--- config.mk ---
export PLATFORM = sky130hd
export DESIGN_NAME = crc_lfsr
export DESIGN_NICKNAME = d
export VERILOG_FILES = /design/src/rtl/crc_pkg.sv /design/src/rtl/crc_lfsr.sv
export SDC_FILE = /design/constraint.sdc
export NUM_CORES = 1
export LEC_CHECK = 0
export ABC_AREA = 1
export CORE_AREA = 3 3 40 42
export CTS_CLUSTER_DIAMETER = 40
export DETAILED_ROUTE_END_ITERATION = 6
export DIE_AREA = 0 0 43 45
export PLACE_DENSITY_LB_ADDON = 0.15
export SYNTH_ARGS = -nofsm -noshare
export SYNTH_HDL_FRONTEND = slang
export SYNTH_SLANG_ARGS = --single-unit
--- constraint.sdc ---
create_clock -name clk -period 3.1 [get_ports clk]
set_clock_uncertainty 0.2 [all_clocks]
set_input_delay 0.62 -clock clk [delete_from_list [all_inputs] [get_ports clk]]
set_output_delay 0.62 -clock clk [all_outputs]
set_load 0.01 [all_outputs]
--- src/rtl/crc_pkg.sv ---
// Shared constants, FSM state type and LFSR step function for the serial CRC-8
// generator/checker pair.
package crc_pkg;

   localparam int CRC_W = 8;
   localparam logic [CRC_W-1:0] CRC_SEED = 8'hD8;
   localparam logic [CRC_W-1:0] CRC_TAPS = 8'b0100_0100;

   typedef enum logic [1:0] {
      ST_IDLE   = 2'd0,
      ST_DATA   = 2'd1,
      ST_CRC    = 2'd2,
      ST_REPORT = 2'd3
   } crc_state_t;

   // One data bit through the LFSR; the top bit only ever receives raw feedback.
   function automatic logic [CRC_W-1:0] crc_step(input logic [CRC_W-1:0] l,
                                                 input logic [CRC_W-1:0] taps,
                                                 input logic din);
      logic fb;
      fb = din ^ l[0];
      crc_step = {fb, l[CRC_W-1:1]} ^ (taps & {1'b0, {(CRC_W-1){fb}}});
   endfunction

endpackage

--- src/rtl/crc_lfsr.sv ---
// 8-bit CRC LFSR shared by generator and checker: seed load, data feedback
// shift, and plain right shift for serialising the remainder out of bit 0.
module crc_lfsr
   import crc_pkg::*;
#(
   parameter logic [CRC_W-1:0] SEED = CRC_SEED,
   parameter logic [CRC_W-1:0] TAPS = CRC_TAPS
) (
   input  logic clk,
   input  logic rst,
   input  logic load,
   input  logic shift_data,
   input  logic shift_out,
   input  logic din,
   output logic lsb
);

   logic [CRC_W-1:0] lfsr;
   logic [CRC_W-1:0] base;

   // A load combined with a shift operates on the seed in the same cycle.
   always_comb begin
      base = load ? SEED : lfsr;
   end

   always_ff @(posedge clk) begin
      if (rst) begin
         lfsr <= SEED;
      end else if (shift_data) begin
         lfsr <= crc_step(base, TAPS, din);
      end else if (shift_out) begin
         lfsr <= {1'b0, base[CRC_W-1:1]};
      end else if (load) begin
         lfsr <= SEED;
      end
   end

   assign lsb = lfsr[0];

endmodule

==> impl.org, run 1 <==
** Outcome
- Outcome :: completed

** Worst setup path
- In this run the register-to-register setup slack is 1.99 ns.
- The number of cells on the worst reg-to-reg path is 5.
- The worst setup path is captured at an output port.
- The slowest stage of the critical path is the clkdlybuf4s50_1 cell.
- End of the worst register-to-register path :: lfsr[2]
- Walking the worst path, the cells encountered are clkdlybuf4s50_1.
- Together, buffers and inverters on the worst path number 1.
- The critical path is of the reg2out type.
- STA puts the critical path data required time at 2.28 ns.
- Peak fanout along the critical path :: 3
- STA puts the critical path data arrival time at 1.15 ns.
- The worst setup path is launched from a register.
- Broken down by cell family, the worst path's largest delay share belongs to buffers and inverters.
- The startpoint identified for the worst register-to-register timing path is lfsr[3].
- Stage delay of the slowest cell on the critical path :: 0.54 ns

** Timing
- Minimum clock period :: between 1.5 and 2 ns
- # setup viols final :: 0
- For this run, the top clock speed supported by timing is 508.2 MHz.
- The total count of max-transition violations in the final report came to 0.
- Final sum of negative setup slack :: 0 ns
- In the finished design, the share of the clock period the worst path needs comes to 0.6348.
- Measured slew at the worst slew-check pin :: 0.2834 ns
- Across all setup checks in the final design, the least slack found is between 1 and 1.5 ns.
- The final hold violation count is 0.
- Setup repair after global routing left no endpoint under its margin.
- In this run the tightest slew margin relative to its limit is 0.8104.

** Global routing
- Entering global routing, the biggest net connects 11 pins.
- Initial antenna violation count :: 0
- Overflow left after global routing :: 0
- The number of global-route vias before repair was 295.
- Global-route wire length before repair :: 1221 µm
- Overall routing resource usage :: 0.09591

** Clock network
- In this run the deepest clock path goes through 2 buffers.
- The clock drives 8 sinks.
- After clock tree synthesis, the flow added hold-fix buffers numbering 0.
- At the later pin of the worst-skew pair, clock insertion delay measures 0.26 ns.
- Clock-pin slew of the registers on the worst-case setup and hold paths :: roughly 0.06 ns
- Buffers inserted during clock tree synthesis total 3.
- Clock tree from TritonCTS :: done
- Once the clock tree was built, the setup fixing pass inserted 0 buffers.
- Number of levels in the clock H-tree :: 1
- Root buffer selected by CTS :: clkbuf_4
- In this run, post-CTS repair resized a total of 0 instances.

** Final layout
- The top cell types in the final layout, fill and taps aside, are 8 x nor2_1, 8 x dfxtp_1, 6 x nand2_1, 6 x inv_1, 6 x clkdlybuf4s50_1.
- The register with the most flip-flops in the final layout is lfsr.
- The repair_antennas step left the layout with diodes totalling 0.
- The finished layout holds 77 standard cells, fillers aside.
- Final non-filler cell area :: between 400 and 500 µm²
- Relative to the synthesized area, the layout overhead comes to 26.21%.
- Max FFs per register :: 8
- Nets :: 70
- In the final layout, the registers with the most flip-flops are lfsr (8).
- Fraction of layout cells with a size suffix above 1 :: 0.2258

** Logic synthesis
- Of the total synthesized cell area, the portion taken by XOR and XNOR cells is 0.
- After synthesis, the largest family of logic cells by area is simple AND/OR/NAND/NOR gates.
- Average cell area after synthesis :: approximately 7.3 µm²
- Of the total synthesized cell area, the portion taken by AND, OR, NAND and NOR gates is 0.3366.
- Net Count, Synth :: 59
- Portion of netlist area occupied by mux cells :: 0
- Of the total synthesized cell area, the portion taken by full adders, half adders and majority gates is 0.
- Syn Std Cell Area :: just under 400 µm²
- In this run, distinct cell masters in the synthesized netlist total 15.
- Compound-gate portion of the synthesized area :: 0.1715
- Yosys synthesis warning count :: 0
- Register area share after synthesis :: 0.4142
- After synthesis the netlist holds a flip-flop and latch count of 8.
- Post-Syn Instances :: 53

** Routing
- Routed wire per std cell :: 9.727 µm
- The final layout contains routed wiring with a total length of between 700 and 800 µm.
- Vias per cell :: 4.416
- The first detailed-routing pass took 4 iterations.
- Post-route DRC violation count :: 0
- Number of vias in the routed layout :: 340
- The count of nets left with antenna violations once routing finished came out at 0.
- For this block, the initial DRC count from the detailed router was 1.

** Power
- Net switching component of the power :: around 0.060 mW
- Of the total power, the share spent switching nets is 0.2583.
- Overall power consumption after layout is estimated at 0.2311 mW.
- Pleak :: 0.2080 nW
- In this run the power density over the cells is 473.5 nW/µm².
- Of the total power, the clock network draws 0.357.
- Portion of total power attributed to combinational logic :: 0.158
- Across the VDD grid, the largest voltage drop is 0.1356 mV.
- Relative contribution of sequential cells to total power :: 0.485
- Internal Pwr Total :: 0.1714 mW

** Placement
- Routability congestion estimate :: 0.6408
- In this run, placement finished with an instance count of 74.
- Area after detailed placement :: 465.4 µm²
- At the placement stage, the worst setup path has a slack of 1.026 ns.
- Post-DP HPWL :: 552.9 µm
- Buffers on Ports :: 6

** Die
- In this run the vertical extent of the chip is 45 µm.
- The initial utilization of the core area, before any placement, comes to 0.3009.
- Core area :: between 1000 and 1500 µm²
- The floorplan step defined a die boundary enclosing slightly below 2000 µm².
- Std cell rows :: 13
- Die boundary width :: about 43 µm
- Top Ports :: 7

** Job
- Number of max-cap violations :: 0

** Worst hold path
- Worst min-delay path category :: reg2reg
- In this run the most critical hold path is launched from lfsr[2].
- For hold timing, the worst endpoint is lfsr[1].
- The worst hold path passes through 2 cells.
==> layout make-up <==
| cell class | count | area [µm²] |
|---|---|---|
| fill | 136 | 797.0 |
| tap | 15 | 18.77 |
| timing repair buffer | 6 | 60.06 |
| sequential | 8 | 160.2 |
| multi-input combinational | 37 | 196.4 |
| inverter | 8 | 30.03 |
| clock buffer | 3 | 22.52 |
==> power by group through the flow <==
stage                     logic (mW)  clock network (mW)  registers (mW)
after CTS                     0.0371              0.0852           0.112
after detailed placement      0.0370                   0           0.114
after floorplan               0.0220                   0           0.114
after global routing          0.0411              0.0883           0.113
after global placement        0.0369                   0           0.115
final                         0.0365              0.0825           0.112
==> worst max-delay path by stage <==
stage          startpoint  endpoint  slack (ns)  cells past startpoint
6_report          lfsr[0]       lsb        1.13                      1
5_1_grt           lfsr[0]       lsb        1.09                      1
4_1_cts           lfsr[0]       lsb        1.12                      1
3_5_place_dp         load   lfsr[6]        1.03                      8
3_3_place_gp         load   lfsr[6]        1.04                      8
2_1_floorplan        load   lfsr[7]        1.68                      3
==> cell usage after synthesis, drive strengths merged <==
master,instances,share of area
o211ai,1,0.032
or2,2,0.032
o21ai,4,0.052
nor2,9,0.11
nand3,5,0.078
nand2,9,0.11
inv,8,0.078
nor3,1,0.013
a21oi,6,0.087
dfxtp,8,0.41
==> layer usage <==
layer	vias to the layer above	GRT usage	routed length, µm
met5	-	0	0
met4	0	0.1084	10
met3	2	0.04781	42
met2	6	0.1138	320
met1	144	0.1138	376
li1	188	-	-
==> metrics by stage <==
| step | util | hold slack, ns |
|---|---|---|
| 2_1_floorplan | - | 0.2485 |
| 6_report | 0.3797 | 0.2879 |
| 4_1_cts | 0.3797 | 0.2903 |
| 3_3_place_gp | 0.3622 | 0.2770 |
| 3_5_place_dp | 0.3622 | 0.2798 |
| 5_1_grt | 0.3797 | 0.3072 |
==> kinds of logic after synthesis <==
group | after synthesis
and+or+nand+nor | 26
AOI/OAI and AO/OA | 11
DFF | 8
buffers and inverters | 8
Power figures use the tool's default switching activity.
==> run 2, diff against run 1 <==
Clock period 3.1 ns to 1.7 ns, I/O delays scaled along.
==> impl.org, run 2 (synthesized netlist as in run 1, its figures left out) <==
** Global routing
- The global-route usage over all layers was 0.1008 (+0.004920).
- Overflow left after global routing :: 0 (unchanged)
- The wire length of the first global-routing pass was 1393 µm (+14%).
- Initial antenna violation count :: 0 (unchanged)
- The number of global-route vias before repair was 326 (+11%).
- Largest net degree at the start of global routing :: 11 (unchanged)

** Die
- Core area :: 1285 µm² (unchanged)
- The count of standard-cell rows came to 13 (unchanged).
- Die Outline Area :: 1935 µm² (unchanged)
- Die boundary width :: 43 µm (unchanged)
- The starting utilization of the core area was 0.3009 (unchanged).
- Y dimension of the die :: 45 µm (unchanged)
- The number of I/O pins was 7 (unchanged).

** Routing
- Initial drt markers :: 10 (+9)
- Wire length on met2 :: 316 µm (-1.3%)
- Antenna-violating nets left :: 0 (unchanged)
- Vias per cell :: 4.531 (+2.6%)
- After detailed routing, no signal wire sits above met4.
- Post-route DRC violation count :: 0 (unchanged)
- The total length of routed wires came to 763 µm (+1.9%).
- Total routed wire length on the met1 layer :: 394 µm (+4.8%)
- Routed wire per std cell :: 9.420 µm (-3.2%)
- The wire length on met3 is 44 µm (+4.8%).
- The number of iterations in the first detailed-routing pass came to 4 (unchanged).
- The via total after detailed routing is 367 (+7.9%).

** Clock network
- Sinks on Clock Net :: 8 (unchanged)
- The clock-pin slew on the worst setup and hold paths is 0.05 ns (about the same).
- In this run the clock root is driven by a clkbuf_4.
- Number of levels in the clock H-tree :: 1 (unchanged)
- Total of cells resized after clock tree synthesis :: 0 (unchanged)
- The number of buffers on the longest clock path came to 2 (unchanged).
- The post-CTS setup repair buffer count was 0 (unchanged).
- Clock Latency Late Sink :: 0.25 ns (about the same)
- TritonCTS built the clock tree.
- CTS Buf Count :: 3 (unchanged)
- The number of buffers added to fix hold violations after cts was 0 (unchanged).

** Worst hold path
- The worst hold path belongs to the class reg2reg.

** Worst setup path
- Cells along the critical path :: clkdlybuf4s50_1, buf_4, nor2_1, nor2_1, nor2_1, o211ai_2
- Buffer and inverter count on the worst path :: 2 (+1)
- The worst setup path is launched from an input pin.
- The worst path arrival time came to 1.47 ns (+0.32 ns).
- The data required time of the worst path was 1.63 ns (-0.65 ns).
- On the critical path the largest part of the delay comes from buffers and inverters.
- The cell that appears most often on the critical path is nor2_1.
- The critical path is of the in2reg type.
- Worst Setup End Kind :: register
- The maximum fanout encountered on the critical timing path is 6 (+3).
- Stage delay of the slowest cell on the critical path :: 0.53 ns (about the same)
- Master of the slowest instance on the critical path :: clkdlybuf4s50_1

** Power
- Net switching component of the power :: 0.1029 mW (+72%)
- The power per standard cell area came to 806.9 nW/µm² (+70%).
- Internal Pwr Total :: 0.3171 mW (+85%)
- The share of power burned in registers is 0.489 (+0.004).
- The combinational cell fraction of total power was 0.175 (+0.017).
- Power share of the clock group :: 0.337 (-0.020)
- Switching fraction of total power :: 0.2450 (-0.01338)
- The overall power consumption came to 0.4200 mW (+82%).
- Peak VDD IR :: 0.3071 mV (+130%)
- Pleak :: 0.2435 nW (+17%)

** Final layout
- The fraction of layout cells with a size suffix above 1 came to 0.2727 (+0.04692).
- The top cell types in the final layout, fill and taps aside, are 8 x nor2_1, 8 x dfxtp_1, 6 x nand2_1, 6 x inv_1.
- In the final layout, the registers with the most flip-flops are lfsr (8).
- Nets :: 74 (+5.7%)
- The fraction of the core area covered by cells at the end of the flow came to 0.4051 (+0.02532).
- The area growth from synthesis to layout is 34.63%.
- The count of inserted antenna diode cells was 0 (unchanged).
- The flip-flop count of the largest register after layout came to 8 (unchanged).
- Counting flops per register, the top entry is lfsr.

** Timing
- Headroom to the max-slew limit :: 0.8310 (+0.02063)
- The total count of max-transition violations in the final report came to 0 (unchanged).
- The minimum hold slack came to 0.2737 ns (-0.01418 ns).
- Measured slew at the worst slew-check pin :: 0.2527 ns (-0.03069 ns)
- The final number of setup-violating endpoints came to 0 (unchanged).
- Final hold viol count :: 0 (unchanged)
- RSZ-0062 raised after global routing :: false
- Dividing the final minimum period by the clock period gives 0.9066.
- The aggregate negative setup slack came to 0 ns (unchanged).
- Highest clock rate :: 648.8 MHz
- Minimum clock period :: 1.541 ns
- The final critical-path setup slack is 0.1588 ns (-0.9734 ns).

** Job
- Number of max-cap violations :: 0 (unchanged)

** Placement
- Routability congestion estimate :: 0.7015 (+9.5%)
- Buffers on Ports :: 6 (unchanged)
- Placement Setup Slack :: -0.07517 ns (-1.101 ns)
- The placed wire-length estimate after detailed placement is 578 µm (+4.5%).

** Outcome
- The flow ran to the end, and the final reports show no timing, DRC or antenna violations.
[run 2: final cells by class]
class / instances / area (µm²)
inverter: 8 / 30.03
multi-input combinational: 37 / 196.4
timing repair buffer: 10 / 92.59
sequential: 8 / 160.2
tap: 15 / 18.77
fill: 144 / 764.5
clock buffer: 3 / 22.52
[run 2: through the flow]
step	area (µm²)	cells
finish	520.5	81
global route	520.5	81
CTS	518.0	81
detailed placement	495.5	78
global placement	495.5	78
floorplan	386.6	53
[run 2: metal layers]
| layer | vias up | global-route usage |
|---|---|---|
| li1 | 200 | - |
| met1 | 159 | 0.1184 |
| met2 | 6 | 0.1437 |
| met3 | 2 | 0.05976 |
| met4 | 0 | 0.05422 |
| met5 | - | 0 |
[run 2: final timing paths]
kind              slack, ns  startpoint  endpoint  cells after the start
hold reg to reg        0.27     lfsr[2]   lfsr[1]                      2
setup reg to reg       0.58     lfsr[4]   lfsr[3]                      3
setup / recovery       0.16        load   lfsr[6]                      6
hold / removal         0.27     lfsr[2]   lfsr[1]                      2
[run 2: power by group through the flow]
stage / clock network [mW] / logic, mW / registers (mW)
finish: 0.141 / 0.0733 / 0.205
global route: 0.160 / 0.0831 / 0.207
CTS: 0.148 / 0.0739 / 0.205
detailed placement: 0 / 0.0736 / 0.209
global placement: 0 / 0.0742 / 0.209
floorplan: 0 / 0.0402 / 0.208
[run 2: worst reg2reg max path, cell delays in order (launching register included)]
cell     delay, ns
dfxtp_1       0.29
or2_2         0.28
a21oi_1       0.14
o21ai_0       0.10
==> run 3, diff against run 2 <==
Settings changed: CTS_BUF_LIST set to sky130_fd_sc_hd__clkbuf_8, HOLD_SLACK_MARGIN set to 0.12.
==> impl.org, run 3 (synthesized netlist as in run 1, its figures left out) <==
** Final layout
- Largest register by flop count :: lfsr
- Nets :: 74 (unchanged)
- The number of non-filler instances in the completed layout was 81 (unchanged).
- The flip-flop count of the largest register after layout was 8 (unchanged).
- The fraction of layout cells with a size suffix above 1 came to 0.2727 (unchanged).
- The library cells used most frequently in the layout, excluding fill and tap cells, are 8 x nor2_1, 8 x dfxtp_1, 6 x nand2_1, 6 x inv_1.
- Finished Core Util :: 0.4197 (+0.01461)
- Antenna diodes :: 0 (unchanged)
- Registers with the highest flip-flop counts :: lfsr (8)
- Area added between synthesis and finish :: 39.48%

** Die
- The count of standard-cell rows came to 13 (unchanged).
- Y dimension of the die :: 45 µm (unchanged)
- Die Outline Area :: 1935 µm² (unchanged)
- Initial cell density of the core :: 0.3009 (unchanged)
- The core outline area came to 1285 µm² (unchanged).
- The number of I/O pins is 7 (unchanged).
- Die boundary width :: 43 µm (unchanged)

** Routing
- Routed wire per std cell :: 9.383 µm (-0.39%)
- The via total after detailed routing is 361 (-1.6%).
- The via density per instance came to 4.457 (-1.6%).
- Drt total wl :: 760 µm (-0.39%)
- Pre-antenna DRT Iters :: 3 (-1)
- The final antenna-violating net count was 0 (unchanged).
- The number of DRC violations after detailed routing is 0 (unchanged).
- Initial drt markers :: 6 (-4)

** Clock network
- Clock tree from TritonCTS :: done
- The post-CTS setup repair buffer count was 0 (unchanged).
- Max Root-Sink Buffers :: 2 (unchanged)
- Clock Latency Late Sink :: 0.22 ns (-0.03 ns)
- The total number of H-tree levels is 1 (unchanged).
- The clock sink count came to 8 (unchanged).
- Hold buffer count at cts :: 0 (unchanged)
- The total CTS buffers was 3 (unchanged).
- In this run the clock root is driven by a clkbuf_8.
- Clock-pin slew of the registers on the worst-case setup and hold paths :: 0.04 ns (about the same)
- Total of cells resized after clock tree synthesis :: 0 (unchanged)

** Worst setup path
- Cells along the critical path :: clkdlybuf4s50_1, buf_4, nor2_1, nor2_1, nor2_1, o211ai_2
- Master of the slowest instance on the critical path :: clkdlybuf4s50_1
- End of the worst register-to-register path :: lfsr[3]
- The number of buffer and inverter stages on the critical path is 2 (unchanged).
- The delay contributed by the slowest stage of the critical path was 0.53 ns (about the same).
- The worst path arrival time came to 1.47 ns (about the same).
- The path depth of the worst reg2reg path was 3 (unchanged).
- The startpoint identified for the worst register-to-register timing path is lfsr[4].
- The flop-to-flop setup slack is 0.61 ns (+0.03 ns).
- Cell occurring most often along the worst timing path :: nor2_1
- The critical path is of the in2reg type.
- Broken down by cell family, the worst path's largest delay share belongs to buffers and inverters.
- Required time of the worst setup path :: 1.60 ns (-0.03 ns)
- STA classifies the critical path endpoint as a register.
- The worst setup path is launched from an input pin.
- The maximum fanout encountered on the critical timing path is 6 (unchanged).

** Global routing
- The number of global-route vias before repair came to 312 (-4.3%).
- Initial antenna violation count :: 0 (unchanged)
- Global-route wire length before repair :: 1359 µm (-2.4%)
- Largest net degree at the start of global routing :: 11 (unchanged)
- Overall routing resource usage :: 0.09583 (-0.005000)
- The overall overflow remaining after global route was 0 (unchanged).

** Timing
- Highest clock rate :: 639.8 MHz (-1.4%)
- The final number of setup-violating endpoints is 0 (unchanged).
- The minimum hold slack came to 0.2748 ns (+0.001107 ns).
- Setup repair after global routing left no endpoint under its margin.
- The aggregate negative setup slack was 0 ns (unchanged).
- Minimum clock period :: 1.563 ns (+0.02178 ns)
- Measured slew at the worst slew-check pin :: 0.2479 ns (-0.004771 ns)
- Final hold viol count :: 0 (unchanged)
- The headroom to the max-slew limit is 0.8342 (+0.003190).
- Max-slew violation total from the final report :: 0 (unchanged)
- The final critical-path share of the clock period came to 0.9194 (+0.01281).

** Power
- The power per standard cell area was 928.7 nW/µm² (+15%).
- Peak VDD IR :: 0.4826 mV (+57%)
- Total power draw :: 0.5008 mW (+19%)
- The leakage power came to 0.2513 nW (+3.2%).

** Placement
- The placed wire-length estimate after detailed placement came to 578 µm (unchanged).
- Routability congestion estimate :: 0.7015 (unchanged)
- Buffers on Ports :: 6 (unchanged)
- Number of instances in the placed design :: 78 (unchanged)

** Worst hold path
- Cell depth of the worst hold path :: 2 (unchanged)
- Hold endpoint :: lfsr[1]
- Startpoint of the most critical hold path :: lfsr[2]
- The path class of the tightest hold or removal check is reg2reg.

** Outcome
- Outcome :: completed

** Job
- The number of max-capacitance violations reported came to 0 (unchanged).
[run 3: cell counts in the layout (fill, tap and decap cells not counted)]
No cell type changed its count.
[run 3: per-layer routing]
layer | GRT usage | up-vias | part of all wire
met4 | 0.01807 | 0 | 0
met2 | 0.1377 | 6 | 0.41
met3 | 0.05976 | 0 | 0.058
met5 | 0 | - | 0
met1 | 0.1232 | 155 | 0.53
li1 | - | 200 | -
[run 3: area by class of cell]
class                   instances  area, µm²
well taps                      15      18.77
inverters                       8      30.03
fillers                       146      745.7
repair buffers                 10      92.59
clock buffers                   3      41.29
multi-input cells              37      196.4
flip-flops and latches          8      160.2
[run 3: worst max-delay path by stage]
| stage | start | endpoint | slack [ns] | depth (start not counted) |
|---|---|---|---|---|
| 5_1_grt | load | lfsr[6] | 0.08 | 8 |
| 4_1_cts | lfsr[0] | lsb | 0.04 | 1 |
| 6_report | load | lfsr[6] | 0.14 | 6 |
| 2_1_floorplan | load | lfsr[7] | 0.56 | 3 |
| 3_3_place_gp | load | lfsr[6] | -0.1 | 6 |
| 3_5_place_dp | load | lfsr[6] | -0.08 | 6 |
[run 3: report_power, final]
part | switching, mW | internal [mW]
registers | 0.00382 | 0.202
logic | 0.0383 | 0.0352
clock network | 0.0684 | 0.153
total | 0.111 | 0.390
[run 3: per-stage QoR]
step | setup slack [ns] | instance area (µm²)
2_1_floorplan | 0.5601 | 386.6
5_1_grt | 0.07520 | 539.3
3_5_place_dp | -0.07517 | 495.5
4_1_cts | 0.03561 | 536.8
6_report | 0.1370 | 539.3
3_3_place_gp | -0.09690 | 495.5
[run 3: worst register-to-register path: cells and delay by family (launching register included)]
| kind | cells | cell delay [ns] |
|---|---|---|
| flip-flops | 1 | 0.29 |
| AND/OR/NAND/NOR | 1 | 0.28 |
| AO/OA/AOI/OAI | 2 | 0.21 |
